File: src/rtl/gpio_irq.sv
// gpio_irq: memory-mapped GPIO port with atomic SET/CLR/TOG writes, synchronised and
// debounced inputs, and per-pin rise/fall detection into sticky W1C status with one irq.
module gpio_irq #(
    parameter int WIDTH       = 8,
    parameter int SYNC_STAGES = 2,
    parameter int DB_W        = 8,
    parameter int DB_RST      = 0
) (
    input  logic             clk_i,
    input  logic             rst_i,
    input  logic [31:0]      addr_i,
    input  logic [31:0]      wdata_i,
    input  logic             we_i,
    input  logic             re_i,
    output logic [31:0]      rdata_o,
    input  logic [WIDTH-1:0] gpio_i,
    output logic [WIDTH-1:0] gpio_o,
    output logic [WIDTH-1:0] gpio_oe_o,
    output logic             irq_o
);

    // Word offsets (addr_i[7:2]).
    localparam logic [5:0] A_DATA     = 6'h00;
    localparam logic [5:0] A_DIR      = 6'h01;
    localparam logic [5:0] A_INPUT    = 6'h02;
    localparam logic [5:0] A_SET      = 6'h03;
    localparam logic [5:0] A_CLR      = 6'h04;
    localparam logic [5:0] A_TOG      = 6'h05;
    localparam logic [5:0] A_RISE_EN  = 6'h06;
    localparam logic [5:0] A_FALL_EN  = 6'h07;
    localparam logic [5:0] A_STATUS   = 6'h08;
    localparam logic [5:0] A_DEBOUNCE = 6'h09;

    logic [WIDTH-1:0]                  r_data;
    logic [WIDTH-1:0]                  r_dir;
    logic [WIDTH-1:0]                  r_rise_en;
    logic [WIDTH-1:0]                  r_fall_en;
    logic [WIDTH-1:0]                  r_status;
    logic [DB_W-1:0]                   r_debounce;
    logic [31:0]                       r_rdata;
    logic [SYNC_STAGES-1:0][WIDTH-1:0] r_sync;
    logic [WIDTH-1:0]                  r_stb;
    logic [WIDTH-1:0][DB_W-1:0]        r_cnt;

    logic [5:0]                        w_idx;
    logic [WIDTH-1:0]                  w_wdata;
    logic [WIDTH-1:0]                  w_sync_out;
    logic [WIDTH-1:0]                  w_stb_next;
    logic [WIDTH-1:0][DB_W-1:0]        w_cnt_next;
    logic [WIDTH-1:0]                  w_rise;
    logic [WIDTH-1:0]                  w_fall;
    logic [WIDTH-1:0]                  w_w1c;
    logic [WIDTH-1:0]                  w_status_next;
    logic [31:0]                       w_rdata_mux;
    logic                              w_unused;

    assign w_idx      = addr_i[7:2];
    assign w_wdata    = wdata_i[WIDTH-1:0];
    assign w_sync_out = r_sync[SYNC_STAGES-1];
    assign w_unused   = ^{addr_i[31:8], addr_i[1:0], wdata_i};

    // A pin flips its debounced level only after s has disagreed for DEBOUNCE+1 edges.
    // The counter wraps naturally if DEBOUNCE is lowered below a count in flight.
    always_comb begin
        // NOTE: every combinational output gets a default first so no latch is inferred.
        w_stb_next = r_stb;
        w_cnt_next = r_cnt;
        for (int i = 0; i < WIDTH; i++) begin
            if (w_sync_out[i] == r_stb[i]) begin
                w_cnt_next[i] = '0;
            end else if (r_cnt[i] == r_debounce) begin
                w_stb_next[i] = w_sync_out[i];
                w_cnt_next[i] = '0;
            end else begin
                w_cnt_next[i] = r_cnt[i] + DB_W'(1);
            end
        end
    end

    assign w_rise = w_stb_next & ~r_stb;
    assign w_fall = ~w_stb_next & r_stb;
    assign w_w1c  = (we_i && (w_idx == A_STATUS)) ? w_wdata : '0;

    // Set events are OR-ed in after the clear so a coincident event wins over W1C.
    assign w_status_next = (r_status & ~w_w1c) | (w_rise & r_rise_en) | (w_fall & r_fall_en);

    always_comb begin
        w_rdata_mux = '0;
        case (w_idx)
            A_DATA:     w_rdata_mux = 32'(r_data);
            A_DIR:      w_rdata_mux = 32'(r_dir);
            A_INPUT:    w_rdata_mux = 32'(r_stb);
            A_RISE_EN:  w_rdata_mux = 32'(r_rise_en);
            A_FALL_EN:  w_rdata_mux = 32'(r_fall_en);
            A_STATUS:   w_rdata_mux = 32'(r_status);
            A_DEBOUNCE: w_rdata_mux = 32'(r_debounce);
            default:    w_rdata_mux = '0;
        endcase
    end

    // Input path: synchroniser, debounce filter, edge status.
    always_ff @(posedge clk_i) begin
        // NOTE: sequential state uses non-blocking assignments only, so every flop
        // samples pre-edge values regardless of statement order.
        if (rst_i) begin
            r_sync   <= '0;
            r_stb    <= '0;
            r_cnt    <= '0;
            r_status <= '0;
        end else begin
            r_sync   <= {r_sync[SYNC_STAGES-2:0], gpio_i};
            r_stb    <= w_stb_next;
            r_cnt    <= w_cnt_next;
            r_status <= w_status_next;
        end
    end

    // Bus-writable registers.
    always_ff @(posedge clk_i) begin
        if (rst_i) begin
            r_data     <= '0;
            r_dir      <= '0;
            r_rise_en  <= '0;
            r_fall_en  <= '0;
            r_debounce <= DB_W'(DB_RST);
        end else if (we_i) begin
            case (w_idx)
                A_DATA:     r_data     <= w_wdata;
                A_DIR:      r_dir      <= w_wdata;
                A_SET:      r_data     <= r_data | w_wdata;
                A_CLR:      r_data     <= r_data & ~w_wdata;
                A_TOG:      r_data     <= r_data ^ w_wdata;
                A_RISE_EN:  r_rise_en  <= w_wdata;
                A_FALL_EN:  r_fall_en  <= w_wdata;
                A_DEBOUNCE: r_debounce <= wdata_i[DB_W-1:0];
                default:    ;
            endcase
        end
    end

    // Read data is taken from the pre-edge register values, so a same-cycle write
    // to the addressed register returns the old contents.
    always_ff @(posedge clk_i) begin
        if (rst_i) begin
            r_rdata <= '0;
        end else if (re_i) begin
            r_rdata <= w_rdata_mux;
        end
    end

    assign rdata_o   = r_rdata;
    assign gpio_o    = r_data;
    assign gpio_oe_o = r_dir;
    assign irq_o     = |r_status;

endmodule

File: config.mk
export PLATFORM = sky130hd
export DESIGN_NAME = gpio_irq
export DESIGN_NICKNAME = d
export VERILOG_FILES = /design/src/rtl/gpio_irq.sv
export SDC_FILE = /design/constraint.sdc
export NUM_CORES = 1
export LEC_CHECK = 0
export ABC_AREA = 1
export CORE_ASPECT_RATIO = 0.6
export CORE_UTILIZATION = 45
export CTS_BUF_LIST = sky130_fd_sc_hd__clkbuf_8
export CTS_CLUSTER_SIZE = 25
export DETAILED_ROUTE_END_ITERATION = 6
export MAX_ROUTING_LAYER = met4
export PLACE_DENSITY = 0.69
export SYNTH_ARGS = -nofsm -noshare
export SYNTH_HDL_FRONTEND = slang
export SYNTH_SLANG_ARGS = --single-unit
export TNS_END_PERCENT = 1
File: constraint.sdc
create_clock -name clk_i -period 4.3 [get_ports clk_i]
set_input_delay 0.43 -clock clk_i [delete_from_list [all_inputs] [get_ports clk_i]]
set_output_delay 0.43 -clock clk_i [all_outputs]
set_load 0.005 [all_outputs]
Word level (Yosys, flattened, before mapping):

Cells that the tools add are included.

* equal/unequal tests: 25
* muxes and demuxes: 19
* reductions and logical operators: 17
* $add $sub $neg: 8
* bitwise operators: 14

Operators with widths (number)
* adder 8 x 1 -> 8 bit (second input constant): 8
* equality test 8 bit: 8
* one-hot mux 8 bit (7 select lines): 1
* AND 8 bit: 6
* NOT 8 bit: 4
* one-hot mux 8 bit (4 select lines): 1
* equality test 6 x 3 -> 1 bit (second input constant): 4
* bitwise OR 8 bit: 3
* OR reduction 3 bit: 8
* two-way mux 1 bit: 16
* equality test 6 x 2 -> 1 bit (second input constant): 2
* equality test 6 x 4 -> 1 bit (second input constant): 2
* AND reduction 2 bit: 5
* equality test 1 bit: 8
* two-way mux 8 bit: 1
* OR reduction 8 bit: 1
* bitwise XOR 8 bit: 1
* equality test 6 x 1 -> 1 bit (second input constant): 1
* zero test 6 bit: 1
* nonzero test 4 bit: 1
* logical AND 1 bit: 1

* output and inout port bits: 49
* input port bits: 76
* word-level logic and storage cells: 101
* bits in registers: 168

Longest topological paths before layout:

Gate-level depths: netlist (run 1).

* depth after elaboration: 7
* gate-level depth with buffers: 12
* mapped depth without buffers: 11

Worst setup path before layout (run 1):

OpenSTA, ideal clock, no wires.

* kind: input -> register
* start point: input addr_i[7]
* end point: register r_data[0], in the netlist gpio_o[0]
* cell stages on the path: 8
* required time: 4236 ps
* data arrival time: 1383 ps
* buffers on the path: 1
* setup slack: 2853 ps
* library setup time: 64 ps
* cells stage by stage: nor2_2 buf_4 nand4_1 nor2_1 nand2_1 nand3_1 nor2_1 nor2_1

* word-level cells in the longest chain between the ends: 3
* elaborated cells between the ends (all ways): 7
* classes of those cells: eq/ne: 3; mux: 1; reduce/logical: 3

Ends and longest elaborated chain
* start: declaration: line 11 `input logic [31:0] addr_i,`
* equality test 6 x 3 -> 1 bit (tied with other cells): line 127 `case (w_idx)`
* nonzero test 4 bit (no line)
* AND reduction 2 bit (no line)
* end signal: assignment: line 128 `A_DATA: r_data <= w_wdata;`
* end signal: assignment: line 130 `A_SET: r_data <= r_data | w_wdata;`
* end signal: assignment: line 131 `A_CLR: r_data <= r_data & ~w_wdata;`
* end: declaration: line 34 `logic [WIDTH-1:0] r_data;`

Several ways; a longest one is shown, not always the timed one.
A chain may end at the register's enable or synchronous reset.

Worst setup path after layout (run 1):

* start point: input addr_i[7]
* end point: register r_data[7], in the netlist gpio_o[7]

Same word-level chain as after synthesis.

==> results.sh, run 1 <==
export IMPL_status="finished clean"
export IMPL_cts_root_buf="clkbuf_8"
export IMPL_nNetsFinal=1385
export IMPL_maxCapViolCount=0
export IMPL_finalSetupViolations=0
export IMPL_crit_path_max_incr_delay_ns=0.69
export IMPL_wl_met2_um=8450
export IMPL_cts_made_buffers=17
export IMPL_hp_start="r_sync[4]$_SDFF_PP0_"
export IMPL_io_pins=125
export IMPL_clock_sinks=144
export IMPL_worst_slew_pin_slew_ns=0.812
export IMPL_vias=7548
export IMPL_crit_fanout=16
export IMPL_tritoncts="done"
export IMPL_min_path_type="reg -> reg"
export IMPL_fill_cells=1760
export IMPL_gp_congestion=0.941
export IMPL_reg2reg_depth=7
export IMPL_m1WireLength_um=10700
export IMPL_portBuffers=50
export IMPL_viasPerCell=4.93
export IMPL_crit_path_cell_trace="clkdlybuf4s50_1 > nor2_2 > nand4_1 > nor2_1 > nand2_1 > nand3_1 > nor2_1 > nor2_1"
export IMPL_post_cts_buffers=0
export IMPL_overflow=0
export IMPL_drcViolationCount=0
export IMPL_avgSynthCellArea_sq_um=6.50
export IMPL_synthFlopType="dfxtp_1"
export IMPL_clk_latency_ns=0.46
export IMPL_htreeDepth=4
export IMPL_hold_path_endpoint="w_sync_out[4]$_SDFF_PP0_"
export IMPL_grt_first_pass_wirelength_um=34900
export IMPL_ctsHoldBuffers=0
export IMPL_syn_area_sq_um=8070
export IMPL_clockBufferDepth=2
export IMPL_worstSetupPathType="in -> reg"
export IMPL_synth_top_area_share_pct=35.7
export IMPL_rsz0062_at_grt="false"
export IMPL_yosysTopAreaCell="dfxtp_1"
export IMPL_start_kind="primary input"
export IMPL_cp_buffers_inverters=1
export IMPL_fp_dieH_um=106
export IMPL_synthCells=1242
export IMPL_die_x_um=175
export IMPL_highest_layer="met4"
export IMPL_wl_met3_um=1820
export IMPL_dr_pass1_iters=6
export IMPL_async_flop_share_pct=0
export IMPL_critPathSlowestCell="nor2_1"
export IMPL_drive_gt1_share_pct=5.16
export IMPL_die_area_sq_um=18500
export IMPL_synthTopCellsByArea="dfxtp_1, nand2_1, nor2_1, inv_1, nand3_1"
export IMPL_r2r_slack_ns=2.19
export IMPL_critPathCaptureType="flop"
export IMPL_final_antenna_net_count=0
export IMPL_wl_per_cell_um=13.8
export IMPL_maxSlewViolCount=0
export IMPL_core_area_sq_um=17400
export IMPL_ys_seq_elements=144
export IMPL_hpwlAfterDp_um=15400
export IMPL_total_power_mw=2.56
export IMPL_slew_headroom_pct=45.7
export IMPL_grt_max_degree=53
export IMPL_drt_initial_drc_count=739
export IMPL_track_usage_pct=24.8
export IMPL_rows=37
export IMPL_regToRegStartpoint="r_debounce[1]$_SDFFE_PP0P_"
export IMPL_fin_worst_skew_ns=0.0187
export IMPL_antenna_found_initial=0
export IMPL_tns_ns=0
export IMPL_synth_edf_count=0
export IMPL_grt_pass1_vias=7003
export IMPL_hold_path_depth=2
export IMPL_final_min_clock_period_ns=2.39
export IMPL_seq_area_frac_synth_pct=35.7
export IMPL_p_leak_nw=4.03
export IMPL_period_share_pct=55.6
export IMPL_worst_path_most_repeated_cell="nor2_1"
export IMPL_start_util_pct=46.5
export IMPL_required_ns=4.71
export IMPL_synth_cell_types=31
export IMPL_rr_endpoint="r_cnt[15]$_SDFF_PP0_"
export IMPL_crit_arrival_ns=2.79
export IMPL_yosysWarnings=0
export IMPL_cp_top_family="simple AND/OR/NAND/NOR gates"
export IMPL_antenna_cells=0
export IMPL_hold_violations=0
export IMPL_peakVddDrop_mv=0.181
export IMPL_wl_um=21100
export IMPL_powerDensity_nw_per_um2=284
export IMPL_clk_pin_slew_worst_paths_ns=0.09
export IMPL_max_freq_ghz=0.419
export IMPL_ctsResizeCount=0
export IMPL_syn2layout_area_growth_pct=11.9
## per-stage QoR
stage               setup slack [ns]  utilization [%]  std cells  hold slack, ns  area (sq um)
floorplan                       2.85                -       1265           0.388          8160
global placement                1.60             49.9       1500           0.392          8670
detailed placement              1.53             49.9       1500           0.394          8670
CTS                             2.00             52.0       1532           0.398          9030
global route                    1.77             52.0       1532           0.412          9030
finish                          1.91             52.0       1532           0.397          9030
## cell families (layout without fill, tap and decap cells)
| kind of cell | count (synthesis) | after routing | share of synthesized area [%] |
|---|---|---|---|
| AND/OR/NAND/NOR | 692 | 692 | 36.1 |
| flip-flops | 144 | 144 | 35.7 |
| buffers and inverters | 223 | 256 | 11.9 |
| adder cells (fa/ha/maj) | 24 | 24 | 3.72 |
| AO/OA/AOI/OAI | 103 | 103 | 6.60 |
| other | 1 | 24 | 0.0465 |
| XOR/XNOR | 55 | 55 | 5.97 |
## sequential cells by signal, summed over array words and instances, names as in the netlist
name        count
r_cnt          64
gpio_o          8
gpio_oe_o       8
r_debounce      8
r_fall_en       8
r_rise_en       8
r_status        8
r_stb           8
r_sync          8
rdata_o         8
w_sync_out      8
## worst max path at each step
stage                          from                endpoint  cells after the start  slack, ns
final                     addr_i[7]  gpio_o[7]$_SDFFE_PP0P_                      8       1.91
after global routing      addr_i[7]  gpio_o[3]$_SDFFE_PP0P_                     10       1.77
after CTS                 addr_i[7]  gpio_o[7]$_SDFFE_PP0P_                     10       2.00
after detailed placement  addr_i[7]  gpio_o[7]$_SDFFE_PP0P_                     10       1.53
after global placement    addr_i[7]  gpio_o[3]$_SDFFE_PP0P_                     10       1.60
after floorplan           addr_i[7]  gpio_o[0]$_SDFFE_PP0P_                      8       2.85
## worst register-to-register path: stages (launching register included)
cell and delay [ns]:
dfxtp_1 0.78, inv_1 0.35, nand2_1 0.16, nand3_1 0.10, nor2_1 0.15, nand2_1 0.10, nand3_1 0.26, nor2_1 0.10
## Yosys cell counts (3+ instances only)
cell        n
nor3_1      8
clkbuf_1   10
a21oi_1    56
inv_1     163
dfxtp_1   144
buf_4      27
nand4_1    31
inv_2       3
nand3_1    93
ha_1       24
o21ai_1     8
xnor2_1    29
nand2_1   355
buf_1       3
buf_2      16
nor2_1    179
nor2_4      5
xor2_1     26
o21ai_0    34
or2_2      12
o211ai_1    3
## cells in the final DEF (no fill, tap or decap), drive strengths merged
master,Yosys,final
xor2,26,26
o211ai,4,4
clkinvlp,0,7
dfxtp,144,144
buf,46,8
nor2,186,186
clkdlybuf4s50,0,49
bufinv,0,1
nor3,8,8
or2,12,12
o21ai,42,42
nor4,2,2
o31ai,1,1
ha,24,24
nand4,32,32
xnor2,29,29
a21oi,56,56
clkinv,1,6
clkbuf,10,18
inv,166,167
conb,1,24
nand2,357,357
nand3,95,95
## metal layers
layer / track usage [%] / vias to the layer above
met5: - / -
met4: 5.65 / 0
met3: 6.67 / 23
met2: 34.4 / 228
met1: 35.5 / 3400
li1: - / 3897
## power by group
| part | total (mW) | switching (mW) | internal (mW) | leakage [nW] |
|---|---|---|---|---|
| sequential | 1.36 | 0.0154 | 1.35 | 1.16 |
| clock | 1.03 | 0.558 | 0.468 | 0.170 |
| combinational | 0.174 | 0.115 | 0.0591 | 2.69 |
| total | 2.56 | 0.688 | 1.87 | 4.03 |
## final cells by class
cell class	count	area [sq um]	area share, %
clock buffers	18	248	2.74
multi-input cells	898	4320	47.8
clock inverters	14	119	1.32
well taps	234	293	3.24
flip-flops and latches	144	2880	31.9
inverters	167	627	6.94
repair buffers	57	548	6.07
(Power assumes the default switching activity.)
==> inputs of run 2 (changes only) <==
Clock period 4.3 ns to 2.4 ns, I/O delays scaled along.
==> run 2 against run 1 <==
Against the previous run: cell count up 1.2%; critical path type is now reg -> reg; non-clock buffer count grew 19; total power is 96% higher; sequential share of layout area shrank 0.87 points; cell area up 2.8%; highest routed layer unchanged; flip-flop and latch count stayed put; count of clock-buffer cells in the layout up 2; via count rose by 0.97%; critical path depth is 1 lower; sequential power rose by 79%; setup slack worse by 1.6 ns.
==> results.sh, run 2 (synthesis results as in run 1) <==
export IMPL_nNetsFinal=1404
export IMPL_maxCapViolCount=0
export IMPL_cp_buffers_inverters=1
export IMPL_crit_path_max_incr_delay_ns=0.75
export IMPL_crit_path_cell_trace="buf_4 > xnor2_1 > nand2_1 > nor2_1 > nand2_1 > o211ai_1 > nor2_1"
export IMPL_drive_gt1_share_pct=6.38
export IMPL_fill_cells=1721
export IMPL_start_kind="flop"
export IMPL_gp_congestion=0.915
export IMPL_total_power_mw=5.02
export IMPL_status="finished clean"
export IMPL_vias=7621
export IMPL_antenna_cells=0
export IMPL_powerDensity_nw_per_um2=540
export IMPL_portBuffers=50
export IMPL_hold_violations=0
export IMPL_start_util_pct=46.5
export IMPL_drt_initial_drc_count=588
export IMPL_clk_pin_slew_worst_paths_ns=0.08
export IMPL_fin_worst_skew_ns=0.0157
export IMPL_grt_max_degree=57
export IMPL_tritoncts="done"
export IMPL_slew_headroom_pct=41.8
export IMPL_p_leak_nw=4.20
export IMPL_cts_root_buf="clkbuf_8"
export IMPL_largest_reg_flops=64
export IMPL_fp_dieH_um=106
export IMPL_period_share_pct=85.2
export IMPL_crit_start="r_debounce[4]$_SDFFE_PP0P_"
export IMPL_die_x_um=175
export IMPL_drcViolationCount=0
export IMPL_tns_ns=0
export IMPL_clock_sinks=144
export IMPL_antenna_found_initial=0
export IMPL_crit_arrival_ns=2.35
export IMPL_die_area_sq_um=18500
export IMPL_top_register="r_cnt"
export IMPL_ctsHoldBuffers=0
export IMPL_critPathSlowestCell="dfxtp_1"
export IMPL_io_pins=125
export IMPL_hp_start="rst_i"
export IMPL_core_area_sq_um=17400
export IMPL_required_ns=2.71
export IMPL_hpwlAfterDp_um=15600
export IMPL_cts_made_buffers=17
export IMPL_crit_fanout=9
export IMPL_clk_latency_ns=0.45
export IMPL_clockBufferDepth=2
export IMPL_max_freq_ghz=0.489
export IMPL_worst_slew_pin_slew_ns=0.870
export IMPL_rsz0062_at_grt="false"
export IMPL_maxSlewViolCount=0
export IMPL_rows=37
export IMPL_critPathCaptureType="flop"
export IMPL_fin_util_pct=53.5
export IMPL_grt_pass1_vias=6699
export IMPL_grt_first_pass_wirelength_um=34200
export IMPL_regArea_sq_um=2880
export IMPL_syn2layout_area_growth_pct=15.1
export IMPL_multi_input_area_sq_um=4320
export IMPL_ctsResizeCount=0
export IMPL_htreeDepth=4
export IMPL_final_min_clock_period_ns=2.05
export IMPL_mostFrequentLayoutCell="nand2_1"
export IMPL_wl_per_cell_um=13.6
export IMPL_dr_pass1_iters=5
export IMPL_min_path_type="in -> reg"
export IMPL_viasPerCell=4.91
export IMPL_overflow=0
export IMPL_post_cts_buffers=0
export IMPL_place_inst=1519
export IMPL_peakVddDrop_mv=0.513
export IMPL_regToRegStartpoint="r_debounce[4]$_SDFFE_PP0P_"
export IMPL_worstSetupPathType="reg -> reg"
export IMPL_track_usage_pct=24.3
export IMPL_layout_common_cells="nand2_1, nor2_1, inv_1"
export IMPL_wl_um=21100
export IMPL_finalNonFillerCells=1551
export IMPL_cp_top_family="flip-flops"
export IMPL_final_antenna_net_count=0
export IMPL_finalSetupViolations=0
==> run 2: cell count changes in the layout (fill, tap and decap cells not counted), sizes merged <==
cell      delta
inv          +2
clkinv       -3
clkinvlp     -5
bufinv       +4
buf         +19
clkbuf       +2
==> run 2: path summary, 6_finish.rpt <==
check | end | slack (ns) | cells past startpoint
hold / removal | r_sync[7]$_SDFF_PP0_ | 0.24 | 2
hold reg to reg | w_sync_out[4]$_SDFF_PP0_ | 0.40 | 2
setup reg to reg | r_cnt[3]$_SDFF_PP0_ | 0.35 | 7
setup / recovery | r_cnt[3]$_SDFF_PP0_ | 0.35 | 7
==> run 2: worst reg2reg max path, delay by kind of cell, from the launching register on <==
family / cells / cell delay [ns]
simple gates: 4 / 0.48
compound gates: 1 / 0.32
flops: 1 / 0.75
buf+inv: 1 / 0.24
xor+xnor: 1 / 0.11
==> run 2: layout make-up <==
| class | instances | area share (%) |
|---|---|---|
| multi-input cells | 898 | 46.5 |
| flip-flops and latches | 144 | 31.0 |
| repair buffers | 76 | 7.57 |
| inverters | 167 | 6.75 |
| well taps | 234 | 3.15 |
| clock buffers | 20 | 2.96 |
| clock inverters | 12 | 2.05 |
==> run 2: per-layer routing <==
metal	global-route usage (%)	up-vias	share of wire, %
met5	-	-	0
li1	-	3936	-
met3	5.12	19	8.5
met2	32.7	243	39
met4	5.28	0	0.94
met1	36.5	3423	52
==> run 2: metrics by stage <==
stage	hold slack [ns]	cell area, sq um	worst slack [ns]
2_1_floorplan	0.347	8160	1.03
3_3_place_gp	0.391	8820	0.339
3_5_place_dp	0.392	8820	0.238
4_1_cts	0.241	9290	0.381
5_1_grt	0.265	9290	0.149
6_report	0.244	9290	0.355
==> run 2: power breakdown <==
part | internal (mW) | total (mW) | leakage [nW] | switching [mW]
sequential | 2.42 | 2.44 | 1.16 | 0.0270
clock | 1.31 | 2.25 | 0.239 | 0.943
combinational | 0.115 | 0.321 | 2.80 | 0.206
total | 3.84 | 5.02 | 4.20 | 1.18
==> inputs of run 3 (changes only) <==
Settings changed: CAP_MARGIN set to 20.
==> results of run 3 <==
The final DEF is identical to that of run 2; final timing and power are the same.
